==> src/rtl/cp0_irq_sequencer_pkg.sv <==
// Shared definitions for the CP0 interrupt sequencer: FSM states, CP0 register numbers,
// default handler vector layout.
package cp0_irq_sequencer_pkg;

   typedef enum logic [2:0] {
      StIdle,
      StSave,
      StJump,
      StService,
      StReturn
   } state_e;

   typedef enum logic [4:0] {
      Cp0Status = 5'd12,
      Cp0Cause  = 5'd13,
      Cp0Epc    = 5'd14
   } cp0_reg_e;

   localparam logic [31:0] DefHandlerBase = 32'h0000_0800;
   localparam logic [31:0] DefVecStride   = 32'h0000_0010;

endpackage

==> src/rtl/cp0_irq_sequencer_prio_enc.sv <==
// Fixed-priority encoder: reports whether any request is set and the lowest set index.
module cp0_irq_sequencer_prio_enc #(
   parameter int unsigned N = 3,
   parameter int unsigned W = 2
) (
   input  logic [N-1:0] req,
   output logic         valid,
   output logic [W-1:0] idx
);

   always_comb begin
      valid = |req;
      idx   = '0;
      // Scan downward so the lowest set index is the last one written.
      for (int i = int'(N) - 1; i >= 0; i--) begin
         if (req[i]) idx = W'(i);
      end
   end

endmodule

==> src/rtl/cp0_irq_sequencer.sv <==
// Interrupt entry/exit sequencer: edge-detects requests, holds them pending, and drives the
// CP0 EPC/IE strobes plus PC redirects for handler entry and ERET.
module cp0_irq_sequencer
   import cp0_irq_sequencer_pkg::*;
#(
   parameter int unsigned      WIDTH        = 32,
   parameter int unsigned      NUM_IRQ      = 3,
   parameter logic [WIDTH-1:0] HANDLER_BASE = WIDTH'(DefHandlerBase),
   parameter logic [WIDTH-1:0] VEC_STRIDE   = WIDTH'(DefVecStride),
   localparam int unsigned     SrcW         = (NUM_IRQ > 1) ? $clog2(NUM_IRQ) : 1
) (
   input  logic               clk,
   input  logic               clr,
   input  logic [NUM_IRQ-1:0] irq_in,
   input  logic               ie_in,
   input  logic               insn_valid,
   input  logic [WIDTH-1:0]   pc_in,
   input  logic               eret,
   output logic               epc_we,
   output logic [WIDTH-1:0]   epc_data,
   output logic               ie_zero,
   output logic               ie_one,
   output logic               redirect,
   output logic [WIDTH-1:0]   redirect_pc,
   output logic [NUM_IRQ-1:0] irq_ack,
   output logic               busy,
   output logic [SrcW-1:0]    cur_src
);

   state_e             state_q;
   logic [NUM_IRQ-1:0] irq_q;
   logic [NUM_IRQ-1:0] pending_q;
   logic [NUM_IRQ-1:0] rise;
   logic               enc_valid;
   logic [SrcW-1:0]    enc_idx;

   assign rise = irq_in & ~irq_q;

   cp0_irq_sequencer_prio_enc #(
      .N (NUM_IRQ),
      .W (SrcW)
   ) u_prio_enc (
      .req   (pending_q),
      .valid (enc_valid),
      .idx   (enc_idx)
   );

   // A rise in the same cycle as its ack keeps the bit pending.
   always_ff @(posedge clk or posedge clr) begin
      if (clr) begin
         irq_q     <= '0;
         pending_q <= '0;
      end else begin
         irq_q     <= irq_in;
         pending_q <= (pending_q & ~irq_ack) | rise;
      end
   end

   always_ff @(posedge clk or posedge clr) begin
      if (clr) begin
         state_q     <= StIdle;
         epc_we      <= 1'b0;
         epc_data    <= '0;
         ie_zero     <= 1'b0;
         ie_one      <= 1'b0;
         redirect    <= 1'b0;
         redirect_pc <= '0;
         irq_ack     <= '0;
         busy        <= 1'b0;
         cur_src     <= '0;
      end else begin
         unique case (state_q)
            StIdle: begin
               if (ie_in && insn_valid && enc_valid) begin
                  state_q  <= StSave;
                  cur_src  <= enc_idx;
                  epc_data <= pc_in;
                  epc_we   <= 1'b1;
                  ie_zero  <= 1'b1;
                  irq_ack  <= NUM_IRQ'(1) << enc_idx;
                  busy     <= 1'b1;
               end
            end
            StSave: begin
               state_q     <= StJump;
               epc_we      <= 1'b0;
               ie_zero     <= 1'b0;
               irq_ack     <= '0;
               redirect    <= 1'b1;
               redirect_pc <= HANDLER_BASE + WIDTH'(cur_src) * VEC_STRIDE;
            end
            StJump: begin
               state_q  <= StService;
               redirect <= 1'b0;
            end
            StService: begin
               if (eret) begin
                  state_q     <= StReturn;
                  ie_one      <= 1'b1;
                  redirect    <= 1'b1;
                  redirect_pc <= epc_data;
               end
            end
            StReturn: begin
               state_q  <= StIdle;
               ie_one   <= 1'b0;
               redirect <= 1'b0;
               busy     <= 1'b0;
            end
            default: state_q <= StIdle;
         endcase
      end
   end

endmodule

==> config.mk <==
export PLATFORM = sky130hd
export DESIGN_NAME = cp0_irq_sequencer
export DESIGN_NICKNAME = d
export VERILOG_FILES = /design/src/rtl/cp0_irq_sequencer_pkg.sv /design/src/rtl/cp0_irq_sequencer_prio_enc.sv /design/src/rtl/cp0_irq_sequencer.sv
export SDC_FILE = /design/constraint.sdc
export NUM_CORES = 1
export LEC_CHECK = 0
export CAP_MARGIN = 20
export CORE_MARGIN = 2
export CORE_UTILIZATION = 30
export CTS_BUF_LIST = sky130_fd_sc_hd__clkbuf_8
export DETAILED_ROUTE_END_ITERATION = 8
export HOLD_SLACK_MARGIN = 0.1
export SETUP_SLACK_MARGIN = 0.15
export SKIP_LAST_GASP = 1
export SYNTH_ARGS = -nofsm -noshare
export SYNTH_HDL_FRONTEND = slang
export SYNTH_HIERARCHICAL = 1
export SYNTH_SLANG_ARGS = --single-unit
==> constraint.sdc <==
create_clock -name clk -period 2.9 [get_ports clk]
set_input_delay 0.29 -clock clk [delete_from_list [all_inputs] [get_ports clk]]
set_output_delay 0.29 -clock clk [all_outputs]
set_load 0.01 [all_outputs]
# Word level (Yosys, flattened, before mapping)
# Index checks and enable logic that the tools add are counted.
# word_totals
regBits	82
input_bits	40
# classes
bitwise_logic	5
n_addsub	1
shift	1
muxes	16
n_eq_ne	6
reduce_logical	17
# op_table
cell	count
32-bit case mux with 2 select lines	1
32-bit 2-to-1 mux	1
2-bit AND reduction	7
12-bit by 6-bit adder with 13-bit output, first input constant	1
3-bit case mux with 4 select lines	1
3-bit 2-to-1 mux	3
2-bit nonzero test	4
3-bit AND	2
3-bit by 2-bit equality test with 1-bit output, second input constant	2
2-bit 2-to-1 mux	3
3-bit inverter	2
1-bit case mux with 2 select lines	3
3-bit case mux with 2 select lines	1
2-bit inequality test, second input constant	2
3-bit by 1-bit equality test with 1-bit output, second input constant	1
3-bit equality test, second input constant	1
3-bit logical NOT	1
3-bit bitwise OR	1
1-bit case mux with 3 select lines	1
3-bit nonzero test	1
3-bit OR reduction	1
1-bit by 2-bit << shifter with 3-bit output, first input constant	1
1-bit logical AND	2
1-bit 2-to-1 mux	2
2-bit OR reduction	1

# Logic depth before layout (Yosys ltp)
# depth
word_depth	6
mapped_depth	6
ltp_nobuf	4

# Cells and area by module
# The synthesis kept the hierarchy.
# modules_own_cells
module	n_inst	cells_each	area_per_inst_um2
cp0_irq_sequencer	1	215	3196.8
cp0_irq_sequencer_prio_enc	1	3	20.0

# Least setup slack after synthesis
# Ideal clock, no wire load.
# synth_path
path_type	reg-to-reg
startpoint	register pending_q[1]
endpoint	register epc_data[10]
path_stages_with_launch	7
n_path_buf	2
setup_time_ns	0.125
required_time_ns	2.775
arrival_ns	1.617
synth_period_minus_slack_ns	1.742
path_slack_ns	1.158
path_cell_list	dfrtp_1 or3_1 and3_1 nand3b_2 buf_6 buf_6 mux2_4
# synth_via
elab_chain_cells	3
# synth_rtl
item	line	rtl
start, declared	cp0_irq_sequencer.sv:32	logic [NUM_IRQ-1:0] pending_q;
start signal, assigned	cp0_irq_sequencer.sv:55	pending_q <= (pending_q & ~irq_ack) | rise;
3-bit OR reduction	cp0_irq_sequencer_prio_enc.sv:12	valid = |req;
via enc_valid	cp0_irq_sequencer.sv:34	logic enc_valid;
1-bit logical AND	cp0_irq_sequencer.sv:74	if (ie_in && insn_valid && enc_valid) begin
2-bit AND reduction (no line)	n/a	
end signal, assigned	cp0_irq_sequencer.sv:77	epc_data <= pc_in;
end, declared	cp0_irq_sequencer.sv:20	output logic [WIDTH-1:0] epc_data,
# The timed path passes the listed nets, and every way through them passes these cells.
# A chain may end at the register's enable or synchronous reset.

# Worst setup path in the final report
# layout_path
startpoint	register pending_q[1]
endpoint	register epc_data[12]
# The elaborated chain is that of the path after synthesis.

==> flow_metrics.env <==
export IMPL_crit_path_start_kind="flip-flop"
export IMPL_grt_pass1_wl_um=11900
export IMPL_placedCellCount=456
export IMPL_cts_reportedPaths_clkPinSlew_ps=80
export IMPL_max_freq_mhz=511
export IMPL_die_y_um=108
export IMPL_fill_cells=980
export IMPL_vias=2191
export IMPL_cts_root_buf="clkbuf_8"
export IMPL_start_util_pct=31.0
export IMPL_die_area_um2=11600
export IMPL_reg2reg_depth=5
export IMPL_dp_hpwl_um=4970
export IMPL_tritoncts="yes"
export IMPL_cts_sinks=82
export IMPL_ys_async_sr_fraction_pct=100
export IMPL_wl_met1_um=3380
export IMPL_post_route_util_pct=44.7
export IMPL_die_x_um=108
export IMPL_routed_wl_um=7250
export IMPL_crit_arrival_ps=2180
export IMPL_wl_met2_um=3360
export IMPL_yosysUniqueCellTypes=31
export IMPL_slew_headroom_pct=50.1
export IMPL_status="complete, no violations"
export IMPL_power_total_w=0.00514
export IMPL_syn_area_per_cell_um2=14.8
export IMPL_yosysTopAreaCellShare_pct=63.8
export IMPL_fin_cells=472
export IMPL_fin_skew_ps=8.94
export IMPL_synth_seq_cells=82
export IMPL_grt_antenna_before_repair=0
export IMPL_post_cts_resized=0
export IMPL_final_layout_size_suffix_gt1_share_pct=17.0
export IMPL_finalSetupViolations=0
export IMPL_ys_seq_area_share_pct=63.8
export IMPL_end_kind="flip-flop"
export IMPL_max_cap_violations=0
export IMPL_antennaDiodeCount=0
export IMPL_rsz0062_at_grt="false"
export IMPL_route_top_layer_used="met4"
export IMPL_cp_num_buf_inv=1
export IMPL_yosysWarnings=6
export IMPL_firstDrtPassIters=4
export IMPL_cp_top_family="simple AND/OR/NAND/NOR gates"
export IMPL_layout_nets=371
export IMPL_cpPeakStageDelay_ps=410
export IMPL_yosys_top_cells_area="dfrtp_1 64%, a22o_1 8.2%, mux2_4 7.5%"
export IMPL_p_per_area_nw_per_um2=1110
export IMPL_core_um2=10400
export IMPL_irDropWorstVdd_uv=411
export IMPL_cts_hold_buffers=0
export IMPL_wl_per_cell_um=15.4
export IMPL_wl_met3_um=453
export IMPL_drv_slew=0
export IMPL_leakage_nw=2.09
export IMPL_clock_latency_ps=340
export IMPL_hold_viol=0
export IMPL_tns_ps=0
export IMPL_dr_first_iter_drc_count=71
export IMPL_htree_levels=3
export IMPL_crit_type="reg2reg"
export IMPL_synth_area_um2=3220
export IMPL_slowest_stage="dfrtp_1"
export IMPL_first_global_vias=2308
export IMPL_detail_route_antenna_nets=0
export IMPL_synth_top_area_cell="dfrtp_1"
export IMPL_synthCells=218
export IMPL_critical_path_peak_fanout=19
export IMPL_worstMarginPinSlew_ps=748
export IMPL_cts_path_max_buffers=2
export IMPL_most_common_layout_cells="113 x clkdlybuf4s50_1, 82 x dfrtp_1, 30 x a22o_1"
export IMPL_crit_chain="or3_1, and3_1, nand3b_2, buf_4, mux2_2"
export IMPL_min_period_over_period_pct=67.5
export IMPL_portBuffers=113
export IMPL_gr_usage_all_layers_pct=13.1
export IMPL_min_period_ps=1960
export IMPL_synth_edf_count=0
export IMPL_place_congestion=0.658
export IMPL_cts_setup_buffers=0
export IMPL_layout_commonest_cell="clkdlybuf4s50_1"
export IMPL_cp_num_cells=5
export IMPL_fp_row_count=37
export IMPL_io_pins=114
export IMPL_grt_max_degree=43
export IMPL_hp_class="in2async"
export IMPL_overflow=0
export IMPL_ys_flop_type="dfrtp_1"
export IMPL_syn_num_nets=258
export IMPL_syn_to_final_growth_pct=44.2
export IMPL_avgViaCountPerCell=4.64
export IMPL_drc=0
export IMPL_required_ps=3120
export IMPL_cts_buffers=9
[registers in the layout, summed over array words and instances (netlist names), 2 cells and up]
register     cells
cur_src          2
irq_ack          3
redirect_pc     32
state_q          3
epc_data        32
irq_q            3
pending_q        3
[synth_stat cells (2+ instances only)]
cell / number
mux2i_1: 3
o22ai_1: 8
buf_6: 6
dfrtp_1: 82
mux2_4: 16
nor2b_1: 2
inv_1: 8
and3_1: 2
nand2_1: 7
mux2_2: 18
nand2b_1: 4
nor2_1: 2
buf_2: 8
a22o_1: 30
a21oi_1: 5
or3_1: 2
[routing by layer]
| metal | up-vias | track usage [%] |
|---|---|---|
| li1 | 1007 | - |
| met1 | 1108 | 17.5 |
| met2 | 68 | 20.0 |
| met3 | 8 | 4.90 |
| met4 | 0 | 3.57 |
| met5 | - | 0 |
[metrics by stage]
| stage | hold slack (ps) | area (µm²) | setup WS [ps] |
|---|---|---|---|
| 2_1_floorplan | 321 | 3220 | 502 |
| 3_3_place_gp | 409 | 4450 | 804 |
| 3_5_place_dp | 419 | 4450 | 732 |
| 4_1_cts | 398 | 4640 | 937 |
| 5_1_grt | 389 | 4640 | 827 |
| 6_report | 371 | 4640 | 941 |
[kinds of logic after synthesis]
family                 count (synthesis)  synth area share (%)
buffers and inverters                 24                  4.63
DFF                                   82                  63.8
AOI/OAI and AO/OA                     47                  11.4
and+or+nand+nor                       28                  5.48
muxes                                 37                  14.7
[worst register-to-register path: stages (launching register included)]
cell      delay [ps]
dfrtp_1          410
or3_1            360
and3_1           240
nand3b_2         100
buf_4            340
mux2_2           380
[power breakdown]
| group | total, W | leakage [nW] | internal (W) | switching [W] |
|---|---|---|---|---|
| Clock | 0.000785 | 0.0953 | 0.000389 | 0.000396 |
| Sequential | 0.00209 | 1.02 | 0.00166 | 0.000428 |
| Combinational | 0.00226 | 0.976 | 0.00142 | 0.000842 |
| Total | 0.00514 | 2.09 | 0.00347 | 0.00167 |
[path summary, 6_finish.rpt]
kind	startpoint	end	slack (ps)
min in group clk	irq_in[2]	irq_q[2]$_DFF_PP0_	430
hold / removal	clr	epc_data[20]$_DFFE_PP0P_	370
setup reg to reg	pending_q[1]$_DFF_PP0_	epc_data[12]$_DFFE_PP0P_	940
hold reg to reg	irq_q[1]$_DFF_PP0_	pending_q[1]$_DFF_PP0_	430
setup / recovery	pending_q[1]$_DFF_PP0_	epc_data[12]$_DFFE_PP0P_	940
max in group asynchronous	clr	redirect_pc[18]$_DFFE_PP0P_	1850
[layout make-up]
class | instances | area [µm²] | area share (%)
repair buffers | 118 | 1180 | 25.5
flip-flops and latches | 82 | 2050 | 44.2
inverters | 8 | 31.3 | 0.674
clock inverters | 7 | 63.8 | 1.38
clock buffers | 9 | 124 | 2.67
multi-input cells | 112 | 1020 | 21.9
well taps | 136 | 170 | 3.67
(Power assumes the default switching activity.)
